$ cat config.mk
export PLATFORM = sky130hd
export DESIGN_NAME = registers_bank_dumper
export DESIGN_NICKNAME = d
export VERILOG_FILES = /design/src/rtl/registers_bank_dumper_pkg.sv /design/src/rtl/registers_bank_dumper.sv
export SDC_FILE = /design/constraint.sdc
export NUM_CORES = 2
export LEC_CHECK = 0
export ABC_AREA = 1
export BUFFER_PORTS_ARGS = -buffer_cell sky130_fd_sc_hd__buf_4
export CAP_MARGIN = 10
export CORE_AREA = 2 2 400 402
export CTS_CLUSTER_SIZE = 24
export DETAILED_ROUTE_END_ITERATION = 10
export DIE_AREA = 0 0 402 404
export PLACE_DENSITY_LB_ADDON = 0.08
export SYNTH_ARGS = -nofsm -noshare
export SYNTH_HDL_FRONTEND = slang
export SYNTH_SLANG_ARGS = --single-unit
$ cat constraint.sdc
create_clock -name i_clk -period 2 [get_ports i_clk]
set_input_delay 0 -clock i_clk [delete_from_list [all_inputs] [get_ports i_clk]]
set_output_delay 0 -clock i_clk [all_outputs]
set_load 0.01 [all_outputs]
$ cat src/rtl/registers_bank_dumper_pkg.sv
// ============================================================================
// registers_bank_dumper_pkg : state encoding and beat width shared by the
//                             dumper, the debug-unit top and the bench
// Revision : 1.0
// ============================================================================
`default_nettype none

package registers_bank_dumper_pkg;

  localparam int BYTE_SIZE = 8;

  typedef enum logic [1:0] {
    ST_IDLE = 2'd0,
    ST_SEND = 2'd1,
    ST_DONE = 2'd2
  } dumper_state_t;

endpackage

`default_nettype wire

$ cat src/rtl/registers_bank_dumper.sv
// ============================================================================
// registers_bank_dumper : snapshots the flattened register bank on request and
//                         streams it out byte by byte over valid/ready
// Revision : 1.0
// ============================================================================
`default_nettype none

module registers_bank_dumper
  import registers_bank_dumper_pkg::*;
#(
  parameter int REGISTERS_BANK_SIZE = 32,
  parameter int REGISTERS_SIZE      = 32
) (
  input  logic                                        i_clk,
  input  logic                                        i_reset,
  input  logic                                        i_flush,
  input  logic                                        i_start,
  input  logic [REGISTERS_BANK_SIZE*REGISTERS_SIZE-1:0] i_bus_debug,
  input  logic                                        i_ready,
  output logic [BYTE_SIZE-1:0]                        o_data,
  output logic                                        o_valid,
  output logic                                        o_busy,
  output logic                                        o_done
);

  localparam int TOTAL_BITS  = REGISTERS_BANK_SIZE * REGISTERS_SIZE;
  localparam int TOTAL_BYTES = TOTAL_BITS / BYTE_SIZE;
  localparam int CNT_W       = $clog2(TOTAL_BYTES + 1);

  generate
    if ((REGISTERS_SIZE % BYTE_SIZE) != 0) begin : g_bad_register_size
      $error("registers_bank_dumper: REGISTERS_SIZE must be a multiple of 8");
    end
  endgenerate

  dumper_state_t           state;
  dumper_state_t           state_next;
  logic [TOTAL_BITS-1:0]   snapshot;
  logic [CNT_W-1:0]        count;
  logic                    load;
  logic                    shift;

  always_ff @(posedge i_clk) begin
    if (i_reset) begin
      state <= ST_IDLE;
    end else begin
      state <= state_next;
    end
  end

  // A beat accepted in the flush cycle still shifts; the snapshot is dead afterwards anyway.
  always_comb begin
    state_next = state;
    load       = 1'b0;
    shift      = 1'b0;
    case (state)
      ST_IDLE: begin
        if (i_start && !i_flush) begin
          load       = 1'b1;
          state_next = ST_SEND;
        end
      end
      ST_SEND: begin
        shift = i_ready;
        if (i_flush) begin
          state_next = ST_IDLE;
        end else if (i_ready && (count == CNT_W'(1))) begin
          state_next = ST_DONE;
        end
      end
      ST_DONE: begin
        state_next = ST_IDLE;
      end
      default: begin
        state_next = ST_IDLE;
      end
    endcase
  end

  always_ff @(posedge i_clk) begin
    if (i_reset) begin
      snapshot <= '0;
      count    <= '0;
    end else if (load) begin
      snapshot <= i_bus_debug;
      count    <= CNT_W'(TOTAL_BYTES);
    end else if (shift) begin
      snapshot <= snapshot >> BYTE_SIZE;
      count    <= count - CNT_W'(1);
    end
  end

  assign o_data  = snapshot[BYTE_SIZE-1:0];
  assign o_valid = (state == ST_SEND);
  assign o_done  = (state == ST_DONE);
  assign o_busy  = (state != ST_IDLE);

endmodule

`default_nettype wire
==> results summary <==
The run finished with clean final reports. The relative max-transition margin is 53.8%. The via count of the first global-routing pass came out at 50400. In the post-synthesis netlist, the biggest area contributors are sky130_fd_sc_hd__dfxtp_1 (41%), sky130_fd_sc_hd__o21ai_0 (13%), sky130_fd_sc_hd__nand3_1 (10%). The buffer depth of the longest clock path is 3.

The number of placed I/O pins is 1040. The initial antenna violation count is 63. The total non-filler cell area in the finished layout came out at 74500 sq um. The top cell type by area accounts for 41.5% of the synthesized area. The category of the most critical setup path is reg -> reg. Summed over all cells, the static leakage comes to 0.0286 uW. The flip-flop and latch count after synthesis came out at 1034.

The internal portion of total power is 41100 uW. Together, buffers and inverters on the worst path number 3. TritonCTS built the clock tree. The worst ir drop on vdd came out at 0.756 mV. The ratio of cells with drive above 1 in the final layout is 19.4%.

The number of nets at the end of the flow is 9713. The worst register-to-register path has a setup slack of 0.07 ns. Entering global routing, the biggest net connects 133 pins. The sequential cell fraction of total power came out at 40.5%. The total number of H-tree levels came out at 4. The pre-CTS setup slack came out at -0.0828 ns.

The global route total overflow came out at 0. The die boundary width came out at 402 um. The final worst clock skew is 0.0288 ns.

Among the stages of the critical path, the cell type that occurs most often is sky130_fd_sc_hd__inv_2. The library cells used most frequently in the layout, excluding fill and tap cells, are sky130_fd_sc_hd__o21ai_0 (1249), sky130_fd_sc_hd__buf_4 (1199), sky130_fd_sc_hd__dfxtp_1 (1033). The HPWL after detailed placement came out at 138000 um. In this run the worst path has a maximum fanout of 54. The synthesized netlist occupies a cell area of 49900 sq um. The number of routed nets with antenna violations came out at 0.

The net switching power figure came out at 15400 uW. The top cell type by total area after synthesis is sky130_fd_sc_hd__dfxtp_1. The overall global routing resource usage is 23.1%.

The total wire length after detailed routing came out at 198000 um. The switching fraction of total power is 27.3%. The library cell used most frequently in the layout, excluding fill and tap cells, is sky130_fd_sc_hd__o21ai_0. The delay of the slowest cell on the worst path is 0.58 ns. Clock-pin slew was measured on the worst setup and hold paths at 0.06 ns. The worst hold-check path type is in -> reg. The clock net sink count is 1034.

The number of standard cells in the final layout excluding fillers came out at 10900. The average cell area after synthesis is 7.23 sq um. Setup slack closes at 0.0653 ns. The tree is rooted in a sky130_fd_sc_hd__clkbuf_16. The number of hold-slack violations in the final timing report is 0.

The die covers 162000 sq um. The transition time at the pin with the least slew margin is 0.686 ns. The number of buffers inserted during clock tree synthesis is 132. The layout-stage area growth over the synthesis result is 49.4%. The instance count after placement with tap cells included came out at 9582. The number of maximum-capacitance violations came out at 0. Setup repair after global routing could not meet its margin everywhere. Dividing the detail-routed wire length by the instance count gives 18.2 um.

The global placement routability congestion is 0.841. Counting distinct cell types in the post-synthesis netlist gives 27. The core footprint came out at 158000 sq um. The post-route fraction of the period consumed by the critical path came out at 96.7%. For the worst setup path, the data arrival time is 2.53 ns.

The worst setup path is captured at a flop. Traced cell by cell, the critical path runs through inv_2, nand2_2, inv_2, nand2_4, buf_16, o21ai_0, a21oi_1. The violation count after the first detailed-route iteration is 3773.

The detailed-router iteration count before antenna repair is 8. The proportion of synthesized chip area in sequential cells came out at 41.5%. The cell area power density is 758 nW/um^2.

The effective utilization at floorplan is 31.6%. The clock network power share is 42.4%. The row count came out at 146.

Setup violations remaining at the end of the flow were counted as 0. The average vias per placed instance is 4.90. The overall via count from detail_route is 53400. The number of warning messages in the yosys log is 0.

Broken down by cell family, the worst path's largest delay share belongs to compound AO/OA/AOI/OAI gates. The post-detailed-placement cell area came out at 59500 sq um. Static timing analysis puts the maximum clock frequency at 517 MHz. The total of buffers placed on input and output ports came out at 1039.

The DRC violation count after routing came out at 0. The synthesized net count is 7928. The master of the slowest instance on the critical path is sky130_fd_sc_hd__o21ai_0. Combinational logic is responsible for 17.2% of the overall power. The insertion delay to the later sink of the worst-skew pair came out at 0.76 ns. The max-slew violation count came out at 0.

The final period demand of the worst path came out at 1.93 ns. The first global-routing pass estimated 295000 um of wire. The chip height came out at 404 um. Counting every instance in the synthesized netlist gives 6897.

The worst setup path is launched from a flop. The data required time at the worst endpoint came out at 2.59 ns.
[layout make-up]
| class | instances | area [sq um] |
|---|---|---|
| Sequential cell | 1034 | 20700 |
| Clock inverter | 41 | 531 |
| Fill cell | 15800 | 83300 |
| Inverter | 1036 | 3890 |
| Multi-Input combinational cell | 4142 | 21400 |
| Timing Repair Buffer | 2336 | 21500 |
| Antenna cell | 43 | 108 |
| Clock buffer | 192 | 3810 |
| Tap cell | 2072 | 2590 |
[cells by family after synthesis]
kind of cell | Yosys count | share of synthesized area, %
DFF | 1034 | 41.5
adders and majority gates | 2 | 0.0502
buffers and inverters | 1722 | 15.6
and+or+nand+nor | 1072 | 10.7
AOI/OAI and AO/OA | 3067 | 32.2
[power by group through the flow]
| stage | combinational (uW) | clock (uW) | sequential, uW |
|---|---|---|---|
| 5_1_grt | 10700 | 25400 | 23000 |
| 2_1_floorplan | 4640 | 0 | 23100 |
| 3_5_place_dp | 7830 | 0 | 23300 |
| 3_3_place_gp | 7780 | 0 | 23300 |
| 4_1_cts | 9650 | 24600 | 22800 |
| 6_report | 9690 | 23900 | 22900 |
[routing by layer]
layer | wire length (um) | global-route usage (%) | vias up | share of wire (%)
met5 | 278 | 0 | - | 0.14
met4 | 8590 | 10.1 | 44 | 4.3
met3 | 9520 | 4.37 | 399 | 4.8
met2 | 94900 | 38.8 | 1356 | 48
met1 | 85000 | 28.6 | 24600 | 43
li1 | - | - | 27000 | -
[cells in the mapped netlist (all sizes together)]
| master | count |
|---|---|
| o21ai | 2036 |
| inv | 1036 |
| dfxtp | 1034 |
| a21oi | 1030 |
| nand3 | 1021 |
| buf | 419 |
| clkbuf | 267 |
| nand2 | 34 |
| nor2 | 13 |
| ha | 2 |
| nand4 | 2 |
| nor3 | 2 |
| a31oi | 1 |
[final timing paths]
kind	startpoint	to	cells past startpoint
setup / recovery	state[1]	snapshot[236]	7
hold reg to reg	snapshot[1022]	snapshot[1022]	2
setup reg to reg	state[1]	snapshot[236]	7
hold / removal	i_bus_debug[940]	snapshot[940]	4
[through the flow]
step | util, % | TNS (ns) | hold slack, ns | power (uW)
2_1_floorplan | - | 0 | 0.142 | 27700
5_1_grt | 47.2 | -0.159 | 0.0291 | 59100
3_5_place_dp | 37.7 | -0.0828 | 0.280 | 31100
3_3_place_gp | 37.7 | -0.103 | 0.269 | 31000
6_report | 47.2 | 0 | 0.0667 | 56500
4_1_cts | 47.0 | 0 | 0.00135 | 57100
[sequential cells by signal, indices dropped and copies added (netlist names)]
signal    cells
count         8
snapshot   1024
state         2
[worst reg2reg max path: stages (launching register included)]
cell                      delay (ns)
sky130_fd_sc_hd__dfxtp_1        0.33
sky130_fd_sc_hd__inv_2          0.10
sky130_fd_sc_hd__nand2_2        0.07
sky130_fd_sc_hd__inv_2          0.15
sky130_fd_sc_hd__nand2_4        0.18
sky130_fd_sc_hd__buf_16         0.26
sky130_fd_sc_hd__o21ai_0        0.58
sky130_fd_sc_hd__a21oi_1        0.13
[timing repair]
action / in CTS / in global routing
hold buffers: 1032 / 0
buffers inserted: 0 / 1
gates resized for setup: 1 / 24
endpoints found under the hold margin: 1027 / 0
endpoints found under the setup margin: 1 / 105
gates cloned: 0 / 5
No activity file was read; power rests on OpenSTA's default activity.
